$ cat config.mk
export PLATFORM = sky130hd
export DESIGN_NAME = key_expander
export DESIGN_NICKNAME = d
export VERILOG_FILES = /design/src/rtl/sbox.sv /design/src/rtl/key_expander.sv
export SDC_FILE = /design/constraint.sdc
export NUM_CORES = 2
export LEC_CHECK = 0
export CAP_MARGIN = 30
export CORE_MARGIN = 3
export CORE_UTILIZATION = 40
export CTS_BUF_LIST = sky130_fd_sc_hd__clkbuf_8 sky130_fd_sc_hd__clkbuf_16
export DETAILED_ROUTE_END_ITERATION = 8
export DONT_BUFFER_PORTS = 1
export GPL_TIMING_DRIVEN = 0
export PLACE_DENSITY_LB_ADDON = 0.05
export SLEW_MARGIN = 20
export SYNTH_ARGS = -nofsm -noshare
export SYNTH_HDL_FRONTEND = slang
export SYNTH_SLANG_ARGS = --single-unit
export TNS_END_PERCENT = 50
$ cat constraint.sdc
create_clock -name clk -period 28.2 [get_ports clk]
set_input_delay 7.05 -clock clk [delete_from_list [all_inputs] [get_ports clk]]
set_output_delay 7.05 -clock clk [all_outputs]
set_load 0.01 [all_outputs]
$ cat src/rtl/sbox.sv
// AES forward S-box, purely combinational, one byte in and one byte out.
// The multiplicative inverse in GF(2^8) is formed as x^254, so 0 maps to 0.
// The standard affine transform is then applied to that inverse.
//   data_i : input byte
//   data_o : substituted byte
module sbox (
  input  logic [7:0] data_i,
  output logic [7:0] data_o
);

  // GF(2^8) multiply, reduced by the AES polynomial 0x11B.
  function automatic logic [7:0] gf_mul(input logic [7:0] a, input logic [7:0] b);
    logic [7:0] p;
    logic [7:0] aa;
    p  = 8'h00;
    aa = a;
    for (int i = 0; i < 8; i++) begin
      if (b[i]) p = p ^ aa;
      aa = {aa[6:0], 1'b0} ^ (aa[7] ? 8'h1b : 8'h00);
    end
    return p;
  endfunction

  logic [7:0] pow_sq;
  logic [7:0] inv;

  always_comb begin
    // Build x^254 as x^2 * x^4 * ... * x^128.
    pow_sq = gf_mul(data_i, data_i);
    inv    = pow_sq;
    for (int i = 0; i < 6; i++) begin
      pow_sq = gf_mul(pow_sq, pow_sq);
      inv    = gf_mul(inv, pow_sq);
    end
    data_o = inv ^ {inv[6:0], inv[7]} ^ {inv[5:0], inv[7:6]} ^ {inv[4:0], inv[7:5]}
           ^ {inv[3:0], inv[7:4]} ^ 8'h63;
  end

endmodule

$ cat src/rtl/key_expander.sv
// Round-key generator for the 15-entry key store.
// A start pulse in IDLE latches the cipher key and clears the store's valid bits for one cycle.
// It then writes one 128-bit round key per cycle to addresses 0..N and pulses done.
// N is 10 for AES-128 and 14 for AES-256.
// Build option: define KEYEXP_AES256_EN to honour key_len and build AES-256 expansion.
// Without it, key_len is ignored and only key_in[255:128] is used.
//   clk              : clock, rising edge
//   reset            : asynchronous active-low reset
//   start            : one-cycle request, accepted only in IDLE
//   key_len          : 0 = AES-128, 1 = AES-256, sampled with start
//   key_in           : cipher key, word w0 = key_in[255:224]
//   w_en             : key-memory write enable
//   waddr            : key-memory write address (round index)
//   wkey             : round key, wkey[127:96] is the first word
//   reset_valid_bits : one-cycle clear of the key-memory valid bits
//   busy             : high from acceptance until return to IDLE
//   done             : one-cycle pulse after the last write
// All outputs are registered.
module key_expander (
  input  logic         clk,
  input  logic         reset,
  input  logic         start,
  input  logic         key_len,
  input  logic [255:0] key_in,
  output logic         w_en,
  output logic [3:0]   waddr,
  output logic [127:0] wkey,
  output logic         reset_valid_bits,
  output logic         busy,
  output logic         done
);

  typedef enum logic [1:0] {StIdle, StClear, StExpand, StDone} state_e;

`ifdef KEYEXP_AES256_EN
  localparam int unsigned KeyW = 256;
`else
  localparam int unsigned KeyW = 128;
`endif

  state_e          state_q;
  logic [KeyW-1:0] key_q;
  logic [KeyW-1:0] key_d;
  logic [3:0]      cnt_q;
  logic [7:0]      rcon_q;
  logic [7:0]      rcon_d;
  logic            aes256;
  logic [3:0]      last_round;
  logic            use_rot;
  logic [31:0]     last_word;
  logic [31:0]     sub_in;
  logic [31:0]     sub_out;
  logic [31:0]     t_word;
  logic [31:0]     n0, n1, n2, n3;
  logic [127:0]    cur_key;

`ifdef KEYEXP_AES256_EN
  logic aes256_q;
  assign aes256 = aes256_q;
`else
  assign aes256 = 1'b0;
  logic unused_inputs;
  assign unused_inputs = ^{key_len, key_in[127:0]};
`endif

  function automatic logic [7:0] xtime(input logic [7:0] b);
    return {b[6:0], 1'b0} ^ (b[7] ? 8'h1b : 8'h00);
  endfunction

  for (genvar g = 0; g < 4; g++) begin : gen_sbox
    sbox u_sbox (
      .data_i (sub_in[8*g +: 8]),
      .data_o (sub_out[8*g +: 8])
    );
  end

  // The working register is a sliding window whose top 128 bits are always the key written next.
  // AES-128 holds {rk(i)}.
  // AES-256 holds {rk(i), rk(i+1)} and computes rk(i+2) from it.
  // Even targets of AES-256 use rotate+Rcon; odd targets use a plain SubWord.
  always_comb begin
    cur_key    = key_q[KeyW-1 -: 128];
    last_round = aes256 ? 4'd14 : 4'd10;
`ifdef KEYEXP_AES256_EN
    last_word  = aes256 ? key_q[31:0] : key_q[159:128];
    use_rot    = !aes256 || !cnt_q[0];
`else
    last_word  = key_q[31:0];
    use_rot    = 1'b1;
`endif
    sub_in     = use_rot ? {last_word[23:0], last_word[31:24]} : last_word;
    t_word     = sub_out ^ (use_rot ? {rcon_q, 24'h000000} : 32'h0);
    n0         = cur_key[127:96] ^ t_word;
    n1         = cur_key[95:64]  ^ n0;
    n2         = cur_key[63:32]  ^ n1;
    n3         = cur_key[31:0]   ^ n2;
    rcon_d     = use_rot ? xtime(rcon_q) : rcon_q;
`ifdef KEYEXP_AES256_EN
    key_d      = aes256 ? {key_q[127:0], n0, n1, n2, n3} : {n0, n1, n2, n3, key_q[127:0]};
`else
    key_d      = {n0, n1, n2, n3};
`endif
  end

  always_ff @(posedge clk or negedge reset) begin
    if (!reset) begin
      state_q          <= StIdle;
      key_q            <= '0;
      cnt_q            <= 4'd0;
      rcon_q           <= 8'h01;
`ifdef KEYEXP_AES256_EN
      aes256_q         <= 1'b0;
`endif
      w_en             <= 1'b0;
      waddr            <= 4'd0;
      wkey             <= '0;
      reset_valid_bits <= 1'b0;
      busy             <= 1'b0;
      done             <= 1'b0;
    end else begin
      w_en             <= 1'b0;
      reset_valid_bits <= 1'b0;
      done             <= 1'b0;
      unique case (state_q)
        StIdle: begin
          if (start) begin
            key_q            <= key_in[255 -: KeyW];
`ifdef KEYEXP_AES256_EN
            aes256_q         <= key_len;
`endif
            cnt_q            <= 4'd0;
            rcon_q           <= 8'h01;
            reset_valid_bits <= 1'b1;
            busy             <= 1'b1;
            state_q          <= StClear;
          end
        end
        StClear, StExpand: begin
          // CLEAR's edge issues write 0, so the clear pulse and w_en never overlap.
          if (state_q == StExpand && waddr == last_round) begin
            done    <= 1'b1;
            state_q <= StDone;
          end else begin
            w_en    <= 1'b1;
            waddr   <= cnt_q;
            wkey    <= cur_key;
            key_q   <= key_d;
            rcon_q  <= rcon_d;
            cnt_q   <= cnt_q + 4'd1;
            state_q <= StExpand;
          end
        end
        StDone: begin
          busy    <= 1'b0;
          state_q <= StIdle;
        end
        default: state_q <= StIdle;
      endcase
    end
  end

endmodule

==> results by group <==
Floorplan
  • Initial Util: 40.4%
  • Die W: 412 um
  • CORE AREA: 163,000 sq um
  • Die Y: 412 um
  • # rows: 148
  • I/O pin count: 396
  • Die area: 170,000 sq um

Global routing
  • Vias in the first global route: 59,700
  • First-pass GRT wire length: 388,000 um
  • Largest net degree at the start of global routing: 279
  • Tot GR Track Use: 29.1%
  • GR Overflow Total: 0
  • Initial antenna violation count: 29

Setup path
  • Crit-path slowest cell: xnor2_1
  • R2R Setup Slk: 6.57 ns
  • Critical Path RT: 28.77 ns
  • Max incr delay on CP: 0.71 ns
  • Max FO, Critical Path: 10
  • R2R Path End: cur_key[31]
  • Most frequent CP cell: xnor2_1
  • R2R depth: 69
  • CP Launch Type: register
  • Critical Path AT: 22.20 ns
  • Critical path endpoint category: register
  • Launching point of the worst reg2reg path: cur_key[23]
  • CP Class: register to register

Route
  • Iter 0 DRT Violations: 6,473
  • Vias after detailed routing: 63,700
  • Post-route DRC: 0
  • Antenna-violating nets left: 0
  • Vias per cell: 5.71
  • Routed wire per std cell: 23.0 um
  • Drt pass-1 iters: 7
  • Post-Route WL: 257,000 um

Timing
  • Final Setup Violations: 0
  • Slew margin rel.: 24.2%
  • F_max: 0.0462 GHz
  • Hold Fails Final Rpt: 0
  • Tightest Pin Transition: 1.14 ns
  • RSZ-0062 raised after global routing: no
  • Period utilization: 76.7%
  • Fin. max-slew vios: 0
  • Setup Skew: 0.0249 ns
  • Setup Total Neg Slack: 0 ns
  • Final min period: 21.63 ns

Hold path
  • WHS Endpoint: wkey[118]
  • Hold Crit Class: register to register
  • Worst Hold Launch: cur_key[118]
  • Hold Path Depth: 2

Clock tree
  • Cts-stage hold buffer count: 0
  • CTS tree: built
  • Clk_lat worst skew: 0.65 ns
  • # Post-CTS Setup Buffers: 0
  • Clk slew on worst S/H paths: 0.07 ns
  • CTS H-Tree Depth: 1
  • CTS Buffer Depth: 3
  • Quantity of gates resized following cts: 0
  • CTS Buf Count: 31
  • Clock sinks: 278
  • CTS Root Buffer Type: clkbuf_16

Yosys
  • Mapped Area: 65,900 sq um
  • Flops & latches, synth: 278
  • Count of cell types in the netlist: 108
  • Yosys warnings: 0
  • Post-synthesis async set-or-reset flop share: 100%
  • Post-Syn Instances: 8,872
  • Mapped Nets: 9,155
  • Post-synth top flop: dfrtp_1
  • Post-synth EDFFs: 0
  • Post-synthesis sequential area ratio: 10.6%
  • Mapped Avg Cell Area: 7.43 sq um

Final layout
  • Layout cells sized above 1: 6.30%
  • Layout Nets: 9,235
  • Most frequent cells in the layout: 1,698 x xnor2_1, 1,240 x nand2_1, 1,162 x nor2_1
  • Commonest non-fill, non-tap cell in the layout: xnor2_1
  • Synth-to-Final Area Change: 6.60%
  • Final cell count without fillers: 11,200

Place
  • I/O Buffers: 0
  • Placed Cells: 11,100
  • Hpwl dp: 201,000 um
  • RD Place Congestion: 0.982

Flow run
  • Max-Cap Viols: 0

Outcome
  • Status: completed
==> critical path: cells and delay by family (launching register included) <==
family	cells	cell delay [ns]
DFF	1	0.45
and+or+nand+nor	14	3.68
xor gates and xnor gates	16	6.34
muxes	2	0.75
buffers and inverters	13	4.13
adders and majority gates	4	1.52
AOI/OAI and AO/OA	20	4.65
==> state kept, by name, summed over array words and instances, names as in the netlist <==
register and cells:
busy 1, reset_valid_bits 1, cur_key 128, cnt_q 4
wkey 128, rcon_q 8, done 1, waddr 4
state_q 2, w_en 1
==> how the worst max path moves through the flow <==
stage	slack (ns)	to	from
3_3_place_gp	7.11	cur_key[30]	cur_key[23]
3_5_place_dp	7.28	cur_key[31]	cur_key[23]
2_1_floorplan	12.05	cur_key[30]	cur_key[23]
6_report	6.57	cur_key[31]	cur_key[23]
5_1_grt	5.40	cur_key[31]	cur_key[23]
4_1_cts	7.19	cur_key[31]	cur_key[23]
==> logic make-up (layout without fill, tap and decap cells) <==
group	Yosys count	count (layout)	share of synthesized area, %
other	0	15	0
DFF	278	278	10.6
and+or+nand+nor	3204	3204	20.6
muxes	271	271	4.23
adders and majority gates	29	29	0.528
AOI/OAI and AO/OA	1705	1705	16.0
xor gates and xnor gates	2684	2684	43.7
buffers and inverters	701	804	4.34
==> cells in the mapped netlist, drive strengths merged (18+ instances only) <==
cell       n  area share [%]
xnor2   1859              27
nand2   1241             7.1
nor2    1165             6.6
xor2     574             8.2
a21oi    480             3.7
o21ai    455             3.5
clkbuf   401             2.3
dfrtp    277              11
mux2i    235             3.6
xnor3    227             7.8
nand3    220             1.7
nor3     214             1.6
buf      196             1.5
o22ai    184             1.8
inv       96            0.55
a31oi     80            0.76
nand2b    69            0.67
nor2b     69            0.65
a211oi    67            0.76
a22oi     57            0.65
o211ai    56            0.64
or3       43            0.41
and2      42            0.40
mux2      34            0.59
and3      31            0.29
a221oi    30            0.45
o21a      29            0.33
nor3b     26            0.30
o31ai     25            0.29
xor3      24            0.87
ha        23            0.44
o32ai     23            0.31
a32oi     21            0.28
or2       21            0.20
a21o      20            0.23
a211o     18            0.24
o311ai    18            0.25
==> per-stage QoR <==
step	area [sq um]	util (%)	hold slack, ns	worst slack (ns)
final	70300	43.0	0.514	6.57
after global routing	70200	43.0	0.539	5.40
after CTS	70100	42.9	0.515	7.19
after detailed placement	69000	42.2	0.499	7.28
after global placement	68600	42.0	0.480	7.11
after floorplan	65900	-	0.462	12.05
==> per-layer routing <==
layer / vias up / share of wire, % / GRT usage [%] / wire length [um]
li1: 30200 / - / - / -
met1: 30800 / 45 / 40.7 / 115000
met2: 2391 / 45 / 46.7 / 116000
met3: 314 / 8.0 / 5.05 / 20700
met4: 18 / 2.3 / 5.90 / 5900
met5: - / 0.050 / 0 / 128
==> area by class of cell <==
cell class	instances	area (sq um)
Clock buffer	33	803
Fill cell	17100	93100
Antenna cell	15	37.5
Tap cell	2175	2720
Timing Repair Buffer	47	413
Multi-Input combinational cell	7893	56100
Sequential cell	278	6960
Clock inverter	23	333
Inverter	104	390
Buffer	597	2490
Power is not shown: default switching activity piles up to over one toggle a cycle in this logic, so the estimate is an artifact.
